## src/rtl/ad7476a_sample_averager_pkg.sv

```systemverilog
// Shared constants and helpers for the AD7476A sample averager and its tick generator.
package ad7476a_sample_averager_pkg;

  localparam int AD7476A_SAMPLE_WIDTH = 12;

  // Device timing minima in ns: CS-to-SCLK setup and end-of-frame quiet time.
  localparam int T2_NS             = 10;
  localparam int T8_PLUS_TQUIET_NS = 86;

  // Bits needed to count 0..n-1, never less than one.
  function automatic int cnt_width(input int n);
    return (n > 1) ? $clog2(n) : 1;
  endfunction

endpackage

```

## src/rtl/ad7476a_sample_averager_sample_tick_gen.sv

```systemverilog
// Free-running 0..PERIOD-1 counter that emits a one-cycle tick on its last count.
module sample_tick_gen
  import ad7476a_sample_averager_pkg::*;
#(
  parameter int PERIOD = 100
) (
  input  logic clk,
  input  logic rst,
  input  logic enable,
  output logic tick
);

  localparam int              CW   = cnt_width(PERIOD);
  localparam logic [CW-1:0]   LAST = CW'(PERIOD - 1);

  logic [CW-1:0] cnt_q;

  always_ff @(posedge clk) begin
    if (rst || !enable) begin
      cnt_q <= '0;
    end else if (cnt_q == LAST) begin
      cnt_q <= '0;
    end else begin
      cnt_q <= cnt_q + CW'(1);
    end
  end

  assign tick = enable && (cnt_q == LAST);

endmodule

```

## src/rtl/ad7476a_sample_averager.sv

```systemverilog
// Paces AD7476A conversion requests, boxcar-averages 2^LOG2_AVG samples per device
// and presents each average on a valid/ready output with a sticky overrun flag.
module ad7476a_sample_averager
  import ad7476a_sample_averager_pkg::*;
#(
  parameter int CLK_FREQ_HZ    = 100000000,
  parameter int SAMPLE_RATE_HZ = 1000000,
  parameter int NUM_DEVICES    = 1,
  parameter int SAMPLE_WIDTH   = AD7476A_SAMPLE_WIDTH,
  parameter int LOG2_AVG       = 2
) (
  input  logic                                clk_i,
  input  logic                                rst_i,
  input  logic                                enable_i,
  output logic                                request_o,
  input  logic [SAMPLE_WIDTH*NUM_DEVICES-1:0] adc_data_i,
  input  logic                                adc_valid_i,
  output logic [SAMPLE_WIDTH*NUM_DEVICES-1:0] avg_data_o,
  output logic                                avg_valid_o,
  input  logic                                avg_ready_i,
  output logic                                overrun_o,
  input  logic                                clear_overrun_i
);

  localparam int PERIOD = CLK_FREQ_HZ / SAMPLE_RATE_HZ;
  localparam int AVG_N  = 1 << LOG2_AVG;
  localparam int CNT_W  = cnt_width(AVG_N);
  localparam int ACC_W  = SAMPLE_WIDTH + LOG2_AVG;
  localparam int BUS_W  = SAMPLE_WIDTH * NUM_DEVICES;
  localparam logic [CNT_W-1:0] LAST_SAMPLE = CNT_W'(AVG_N - 1);

  if (PERIOD < 2) begin : g_bad_period
    $error("PERIOD = CLK_FREQ_HZ/SAMPLE_RATE_HZ must be at least 2");
  end
  if (NUM_DEVICES < 1) begin : g_bad_devices
    $error("NUM_DEVICES must be at least 1");
  end
  if (LOG2_AVG < 0 || LOG2_AVG > 8) begin : g_bad_avg
    $error("LOG2_AVG must be in 0..8");
  end

  logic             tick;
  logic             pending_q;
  logic             missed_tick;
  logic             complete;
  logic             load;
  logic             drop;
  logic [CNT_W-1:0] count_q;
  logic [BUS_W-1:0] result;

  sample_tick_gen #(
    .PERIOD (PERIOD)
  ) u_tick (
    .clk    (clk_i),
    .rst    (rst_i),
    .enable (enable_i),
    .tick   (tick)
  );

  // A tick outranks the strobe so a request raised in the strobe cycle is not lost.
  always_ff @(posedge clk_i) begin
    if (rst_i) begin
      pending_q <= 1'b0;
    end else if (tick) begin
      pending_q <= 1'b1;
    end else if (adc_valid_i) begin
      pending_q <= 1'b0;
    end
  end

  // Masked by the strobe so the interface does not re-fire on an already-served request.
  assign request_o   = pending_q & ~adc_valid_i;
  assign missed_tick = tick & pending_q & ~adc_valid_i;
  assign complete    = adc_valid_i && (count_q == LAST_SAMPLE);

  always_ff @(posedge clk_i) begin
    if (rst_i) begin
      count_q <= '0;
    end else if (adc_valid_i) begin
      count_q <= complete ? '0 : count_q + CNT_W'(1);
    end
  end

  for (genvar d = 0; d < NUM_DEVICES; d++) begin : g_dev
    logic [ACC_W-1:0] acc_q;
    logic [ACC_W-1:0] sum;

    // Accumulator is wide enough for AVG_N full-scale samples, so the sum cannot wrap.
    assign sum = acc_q + ACC_W'(adc_data_i[SAMPLE_WIDTH*d +: SAMPLE_WIDTH]);
    assign result[SAMPLE_WIDTH*d +: SAMPLE_WIDTH] = sum[LOG2_AVG +: SAMPLE_WIDTH];

    always_ff @(posedge clk_i) begin
      if (rst_i) begin
        acc_q <= '0;
      end else if (adc_valid_i) begin
        acc_q <= complete ? '0 : sum;
      end
    end
  end

  // Output handshake: a word transfers on a cycle with avg_valid_o & avg_ready_i; while
  // avg_valid_o is high avg_data_o is frozen and avg_valid_o only falls after a transfer.
  assign load = complete & (~avg_valid_o | avg_ready_i);
  assign drop = complete & avg_valid_o & ~avg_ready_i;

  always_ff @(posedge clk_i) begin
    if (rst_i) begin
      avg_valid_o <= 1'b0;
      avg_data_o  <= '0;
    end else if (load) begin
      avg_valid_o <= 1'b1;
      avg_data_o  <= result;
    end else if (avg_ready_i) begin
      avg_valid_o <= 1'b0;
    end
  end

  always_ff @(posedge clk_i) begin
    if (rst_i) begin
      overrun_o <= 1'b0;
    end else if (missed_tick || drop) begin
      overrun_o <= 1'b1;
    end else if (clear_overrun_i) begin
      overrun_o <= 1'b0;
    end
  end

endmodule

```

## config.mk

```make
export PLATFORM = sky130hd
export DESIGN_NAME = ad7476a_sample_averager
export DESIGN_NICKNAME = d
export VERILOG_FILES = /design/src/rtl/ad7476a_sample_averager_pkg.sv /design/src/rtl/ad7476a_sample_averager_sample_tick_gen.sv /design/src/rtl/ad7476a_sample_averager.sv
export SDC_FILE = /design/constraint.sdc
export NUM_CORES = 1
export LEC_CHECK = 0
export BUFFER_PORTS_ARGS = -buffer_cell sky130_fd_sc_hd__buf_2
export CAP_MARGIN = 20
export CORE_MARGIN = 5
export CORE_UTILIZATION = 31
export DETAILED_ROUTE_END_ITERATION = 7
export GPL_ROUTABILITY_DRIVEN = 0
export GPL_TIMING_DRIVEN = 1
export HOLD_SLACK_MARGIN = 0.05
export PLACE_DENSITY = 0.54
export RECOVER_POWER = 50
export SYNTH_ARGS = -nofsm -noshare
export SYNTH_HDL_FRONTEND = slang
export SYNTH_SLANG_ARGS = --single-unit
```

## constraint.sdc

```tcl
create_clock -name clk_i -period 2.32 [get_ports clk_i]
set_clock_uncertainty 0.1 [all_clocks]
set_input_delay 0.348 -clock clk_i [delete_from_list [all_inputs] [get_ports clk_i]]
set_output_delay 0.348 -clock clk_i [all_outputs]
set_load 0.02 [all_outputs]
```

==> impl_metrics.tcl, run 1 <==
set metrics [dict create \
    status "complete, no violations" \
    pwr-share-clk_pct 37.7 \
    synth_fa_ha_area_share_pct 9.624 \
    post-route-min-period_ns 2.203 \
    synth_compound_area_share_pct 23.07 \
    num-fill-cells 673 \
    start_util_pct 31.94 \
    arrival_ns 2.29 \
    cts.sinks 38 \
    area_growth_pct 24.80 \
    gr-total-overflow 0 \
    grt_pass1_vias 1840 \
    grtUsageTotal_pct 12.78 \
    grt_max_degree 25 \
    crit_slowest_cell "a311o_1" \
    antenna_left 0 \
    port_buffers 32 \
    ys.flop_type "dfxtp_1" \
    synth_edf_count 0 \
    irDropWorstVdd_uv 301.1 \
    powerDensity_mw_per_mm2 735.3 \
    crit_path_cell_trace "ha_1 -> a21o_1 -> a311o_1 -> and3_1 -> or3_1 -> a32o_1" \
    hp-start "enable_i" \
    ys_ff_latch 38 \
    design.core.area_mm2 0.006350 \
    num_vias 1945 \
    syn_nets 270 \
    io_pins 33 \
    nNetsFinal 320 \
    htree_levels 2 \
    synth_top_family_by_area "compound AO/OA/AOI/OAI gates" \
    yosys.area_share.simple_pct 21.10 \
    synth_cell_types 44 \
    rrSetupSlack_ns 0.12 \
    multi_input_area_mm2 0.001220 \
    hold_class "input port to flop" \
    dieArea_mm2 0.008260 \
    r2r-start "g_dev[0].acc_q[1]" \
    post-route-util_pct 39.86 \
    cts.reportedPaths.clkPinSlew_ns 0.08 \
    tightest_slew_ns 0.4327 \
    num_antenna_cells 0 \
    synth_xor_area_share_pct 4.750 \
    drive_above_1_share_pct 17.71 \
    drt_iter0_drc 61 \
    internal-power_mw 1.351 \
    synthMuxAreaShare_pct 0.9870 \
    yosysWarnings 0 \
    crit_family "compound AO/OA/AOI/OAI gates" \
    die_y_um 90.89 \
    r2r_end "avg_data_o[9]" \
    slew_headroom_pct 70.89 \
    cp.buffers_inverters 0 \
    first_pass_iters 4 \
    vias_per_cell 5.329 \
    syn-cell-area_mm2 0.002028 \
    fmax_mhz 453.8 \
    grt_pass1_wl_um 8763 \
    max_cap_viol_count 0 \
    critPathCaptureType "flop" \
    cp-start-kind "flop" \
    crit_fanout 3 \
    cts_tree "done" \
    syn_area_per_cell_um2 8.558 \
    final-seq-area_um2 762.0 \
    ctsLongestPathBuffers 2 \
    worstSkewPairLatency_ns 0.29 \
    rows 29 \
    dp.final_hpwl_um 3905 \
    remaining_drc_errors 0 \
    ys_seq_area_share_pct 37.51 \
    r2r_cells 6 \
    swShare_pct 27.40 \
    ys_async_sr_fraction_pct 0 \
    wl_per_cell_um 14.39 \
    power.share.combinational_pct 23.9 \
    p_switching_mw 0.5100 \
    cts_made_buffers 5 \
    crit_required_ns 2.41 \
    hold_viol 0 \
    root_buffer "clkbuf_8" \
    rsz0062_at_grt "false" \
    cts_setup_buffers 0 \
    wl_um 5252 \
    cp_slowest_stage_delay_ns 0.41 \
    power.total_mw 1.861 \
    synthCells 237 \
    critPathKind "flop to flop" \
    seqPwrFrac_pct 38.3 \
    die_w_um 90.89 \
    period_share_pct 94.97 \
    whs_endpoint "pending_q" \
    power_leakage_nw 1.039 \
    antenna_found_initial 0 \
    hold_depth 3 \
    slew_violations 0 \
    setup_violations 0 \
]
-- layout make-up --
| class | instances | area share [%] |
|---|---|---|
| Clock buffer | 6 | 3.262 |
| Multi-Input combinational cell | 183 | 48.20 |
| Sequential cell | 38 | 30.10 |
| Timing Repair Buffer | 51 | 11.07 |
| Tap cell | 77 | 3.806 |
| Clock inverter | 2 | 2.373 |
| Inverter | 8 | 1.186 |
-- state kept, by name (all words and copies together), names as in the netlist --
| name | flops |
|---|---|
| avg_data_o | 12 |
| count_q | 2 |
| pending_q | 1 |
| avg_valid_o | 1 |
| g_dev.acc_q | 14 |
| u_tick.cnt_q | 7 |
| overrun_o | 1 |
-- metrics by stage --
stage | area, um2 | std cells | TNS (ns) | hold slack (ns) | worst slack [ns]
4_1_cts | 2540 | 365 | 0 | 0.2092 | 0.06387
6_report | 2531 | 365 | 0 | 0.2129 | 0.1166
2_1_floorplan | 2028 | 237 | 0 | 0.3299 | 0.08514
5_1_grt | 2531 | 365 | 0 | 0.2291 | 0.01293
3_3_place_gp | 2397 | 357 | -0.08450 | 0.3402 | -0.03128
3_5_place_dp | 2397 | 357 | -0.2233 | 0.3438 | -0.07093
-- synthesized netlist by cell type (3+ instances only) --
master	count	area, um2
a31oi_1	3	18.77
dfxtp_1	38	760.7
nand2b_1	3	18.77
nand3_1	11	55.05
or3_1	3	18.77
xor2_1	4	35.03
clkbuf_1	8	30.03
nand2_1	16	60.06
a32o_1	4	40.04
nand4b_1	3	26.28
a22oi_1	5	37.54
nor2b_1	4	25.02
inv_1	8	30.03
and3_1	3	18.77
o21ai_0	11	55.05
a211oi_1	3	22.52
xnor2_1	7	61.31
a21oi_1	16	80.08
nor2_1	35	131.4
ha_1	14	175.2
a21o_1	4	30.03
-- worst max path at each step --
stage	start	endpoint	slack (ns)	cells after the start
6_report	g_dev[0].acc_q[1]	avg_data_o[9]	0.12	6
5_1_grt	g_dev[0].acc_q[3]	avg_data_o[9]	0.01	6
4_1_cts	g_dev[0].acc_q[0]	g_dev[0].acc_q[10]	0.06	7
3_5_place_dp	adc_data_i[0]	g_dev[0].acc_q[10]	-0.07	8
3_3_place_gp	adc_data_i[0]	g_dev[0].acc_q[10]	-0.03	8
2_1_floorplan	adc_data_i[3]	avg_data_o[9]	0.09	6
-- tightest hold or removal path, stage by stage --
cell     delay, ns
buf_2         0.10
a21oi_1       0.06
nor2_1        0.07
-- what timing repair did --
item | in CTS | in global routing
hold buffers | 0 | 0
gates resized for setup | 0 | 5
endpoints found under the setup margin | 0 | 7
-- placed cells by master (no fill, tap or decap), drive strengths merged, types with 5 or more instances in the layout --
master | Yosys | routed
ha | 14 | 14
a22oi | 5 | 5
nor2 | 35 | 35
a21oi | 16 | 16
buf | 0 | 34
o21ai | 11 | 11
nand3 | 11 | 11
xnor2 | 7 | 7
clkbuf | 8 | 23
nand2 | 16 | 16
inv | 8 | 8
dfxtp | 38 | 38
-- power groups by stage --
stage	sequential (mW)	clock (mW)	combinational, mW
floorplan	0.725	0	0.289
CTS	0.713	0.722	0.439
global route	0.719	0.752	0.500
detailed placement	0.728	0	0.434
global placement	0.727	0	0.433
finish	0.713	0.702	0.446
-- layer usage --
layer,part of all wire (%),up-vias,track usage (%)
met2,44,50,18.64
li1,-,983,-
met4,1.7,0,5.134
met1,49,904,17.85
met3,5.8,8,3.250
met5,0,-,0
-- cells by family (layout without fill, tap and decap cells) --
family | after synthesis | in the layout
AOI/OAI and AO/OA | 67 | 67
DFF | 38 | 38
muxes | 2 | 2
xor gates and xnor gates | 11 | 11
adders and majority gates | 15 | 15
and+or+nand+nor | 88 | 88
buffers and inverters | 16 | 67
No activity file was read; power rests on OpenSTA's default activity.
==> run 2: changes to the inputs <==
--- a/config.mk
+++ b/config.mk
@@ -6,14 +6,15 @@
 export NUM_CORES = 1
 export LEC_CHECK = 0
 export BUFFER_PORTS_ARGS = -buffer_cell sky130_fd_sc_hd__buf_2
-export CAP_MARGIN = 20
+export CELL_PAD_IN_SITES_DETAIL_PLACEMENT = 0
+export CELL_PAD_IN_SITES_GLOBAL_PLACEMENT = 2
 export CORE_MARGIN = 5
-export CORE_UTILIZATION = 31
+export CORE_UTILIZATION = 30
 export DETAILED_ROUTE_END_ITERATION = 7
 export GPL_ROUTABILITY_DRIVEN = 0
 export GPL_TIMING_DRIVEN = 1
 export HOLD_SLACK_MARGIN = 0.05
-export PLACE_DENSITY = 0.54
+export PLACE_DENSITY = 0.78
 export RECOVER_POWER = 50
 export SYNTH_ARGS = -nofsm -noshare
 export SYNTH_HDL_FRONTEND = slang
==> run 2 against run 1 <==
Utilization fell by 2.8 points. Sequential share of layout area rose by 0.65 points. Final cell count up 0.55%. Via count shrank 3.3%. Total power fell by 12%. Register-to-register slack lost 0.02 ns. Cell area shrank 2.1%. Hold slack improved by 0.012 ns. Die area up 3.0%. Sequential power about the same. Largest power group unchanged.
==> impl_metrics.tcl, run 2 (synthesis results as in run 1) <==
set metrics [dict create \
    die_y_um 92.23 \
    io_pins 33 \
    crit_fanout 3 \
    largest_reg_flops 14 \
    critPathKind "flop to flop" \
    drive_above_1_share_pct 17.07 \
    cts.reportedPaths.clkPinSlew_ns 0.08 \
    cp.buffers_inverters 0 \
    crit_path_cell_trace "ha_1 -> a21o_1 -> a311o_1 -> and3_1 -> or3_1 -> a32o_1" \
    area_growth_pct 22.15 \
    met3_usage_pct 3.199 \
    cts_setup_buffers 0 \
    num-fill-cells 719 \
    powerDensity_mw_per_mm2 664.6 \
    top_regs "g_dev.acc_q (14), avg_data_o (12), u_tick.cnt_q (7)" \
    rsz0062_at_grt "false" \
    use_met1_pct 17.79 \
    root_buffer "clkbuf_8" \
    period_share_pct 95.66 \
    cts_tree "done" \
    irDropWorstVdd_uv 276.9 \
    wl_um 5173 \
    hold_viol 0 \
    grtUsageTotal_pct 12.69 \
    ctsLongestPathBuffers 2 \
    nNetsFinal 319 \
    slew_headroom_pct 47.94 \
    grt_busiest_layer "met2" \
    drt_iter0_drc 69 \
    tightest_slew_ns 0.7808 \
    critPathCaptureType "flop" \
    hold_class "input port to flop" \
    dp.final_hpwl_um 3926 \
    antenna_left 0 \
    design.core.area_mm2 0.006681 \
    cp_slowest_stage_delay_ns 0.41 \
    max_cap_viol_count 0 \
    hold_slack_ns 0.2249 \
    mostFrequentLayoutCell "dfxtp_1" \
    fmax_mhz 450.6 \
    cts_resized 0 \
    antenna_found_initial 0 \
    wl_per_cell_um 14.10 \
    num_vias 1880 \
    die_w_um 92.23 \
    num_antenna_cells 0 \
    use_met2_pct 19.16 \
    power_leakage_nw 1.006 \
    crit_required_ns 2.41 \
    cts_hold_buf 0 \
    worstSkewPairLatency_ns 0.29 \
    arrival_ns 2.31 \
    largest-register "g_dev.acc_q" \
    post-route-min-period_ns 2.219 \
    cts_made_buffers 5 \
    rows 30 \
    cp-start-kind "flop" \
    gr-total-overflow 0 \
    htree_levels 2 \
    first_pass_iters 4 \
    post-route-util_pct 37.08 \
    final_cell_mix "dfxtp_1, nor2_1, buf_2, clkbuf_1" \
    vias_per_cell 5.123 \
    crit_family "compound AO/OA/AOI/OAI gates" \
    remaining_drc_errors 0 \
    dieArea_mm2 0.008505 \
    port_buffers 32 \
    status "complete, no violations" \
    fin_setup_tns_ns 0 \
    grt_pass1_wl_um 8659 \
    slew_violations 0 \
    grt_pass1_vias 1767 \
    crit_slowest_cell "a311o_1" \
    grt_max_degree 22 \
    start_util_pct 30.36 \
    setup_violations 0 \
    cts.sinks 38 \
]
## run 2: changes by cell type in the layout (fill, tap and decap cells not counted)
cell,before,now
a211oi_2,1,0
bufinv_16,2,0
clkbuf_1,16,17
a211oi_1,2,3
clkbuf_4,1,0
clkinv_2,0,1
o221ai_1,2,1
clkinvlp_4,0,1
buf_4,17,16
o221ai_2,0,1
## run 2: power breakdown
| group | total (mW) | switching (mW) | internal, mW |
|---|---|---|---|
| Clock | 0.490 | 0.251 | 0.239 |
| Combinational | 0.443 | 0.240 | 0.203 |
| Sequential | 0.713 | 0.0238 | 0.689 |
| Total | 1.65 | 0.515 | 1.13 |
## run 2: worst register-to-register path: cells and delay by family (launching register included)
| kind | cells | cell delay, ns |
|---|---|---|
| flip-flops | 1 | 0.34 |
| AND/OR/NAND/NOR | 2 | 0.56 |
| adder cells (fa/ha/maj) | 1 | 0.27 |
| AO/OA/AOI/OAI | 3 | 0.85 |
## run 2: metal layers
layer	vias up	wire length, um	share of wire, %
met1	868	2593	50
met4	0	89	1.7
met3	7	192	3.7
li1	973	-	-
met2	32	2297	44
met5	-	0	0
## run 2: through the flow
stage / std cells / worst slack (ns) / cell area, um2 / power (mW)
5_1_grt: 367 / 0.005855 / 2477 / 1.766
2_1_floorplan: 237 / 0.08514 / 2028 / 1.014
6_report: 367 / 0.1006 / 2477 / 1.646
4_1_cts: 367 / 0.009712 / 2489 / 1.664
3_5_place_dp: 359 / -0.1460 / 2394 / 1.165
3_3_place_gp: 359 / -0.1250 / 2394 / 1.161
## run 2: final cells by class
class / count / area (um2) / share of cell area [%]
flip-flops and latches: 38 / 762.0 / 30.76
clock buffers: 6 / 82.58 / 3.333
multi-input cells: 183 / 1221 / 49.29
clock inverters: 2 / 12.51 / 0.5050
well taps: 80 / 100.1 / 4.040
inverters: 8 / 30.03 / 1.212
repair buffers: 50 / 269.0 / 10.86
## run 2: worst paths after layout
check                                        from       endpoint  slack, ns  cells after the start
worst max register to register  g_dev[0].acc_q[1]  avg_data_o[9]       0.10                      6
worst min register to register      avg_data_o[3]  avg_data_o[3]       0.36                      2
worst min-delay path                     enable_i      pending_q       0.22                      3
worst max-delay path            g_dev[0].acc_q[1]  avg_data_o[9]       0.10                      6
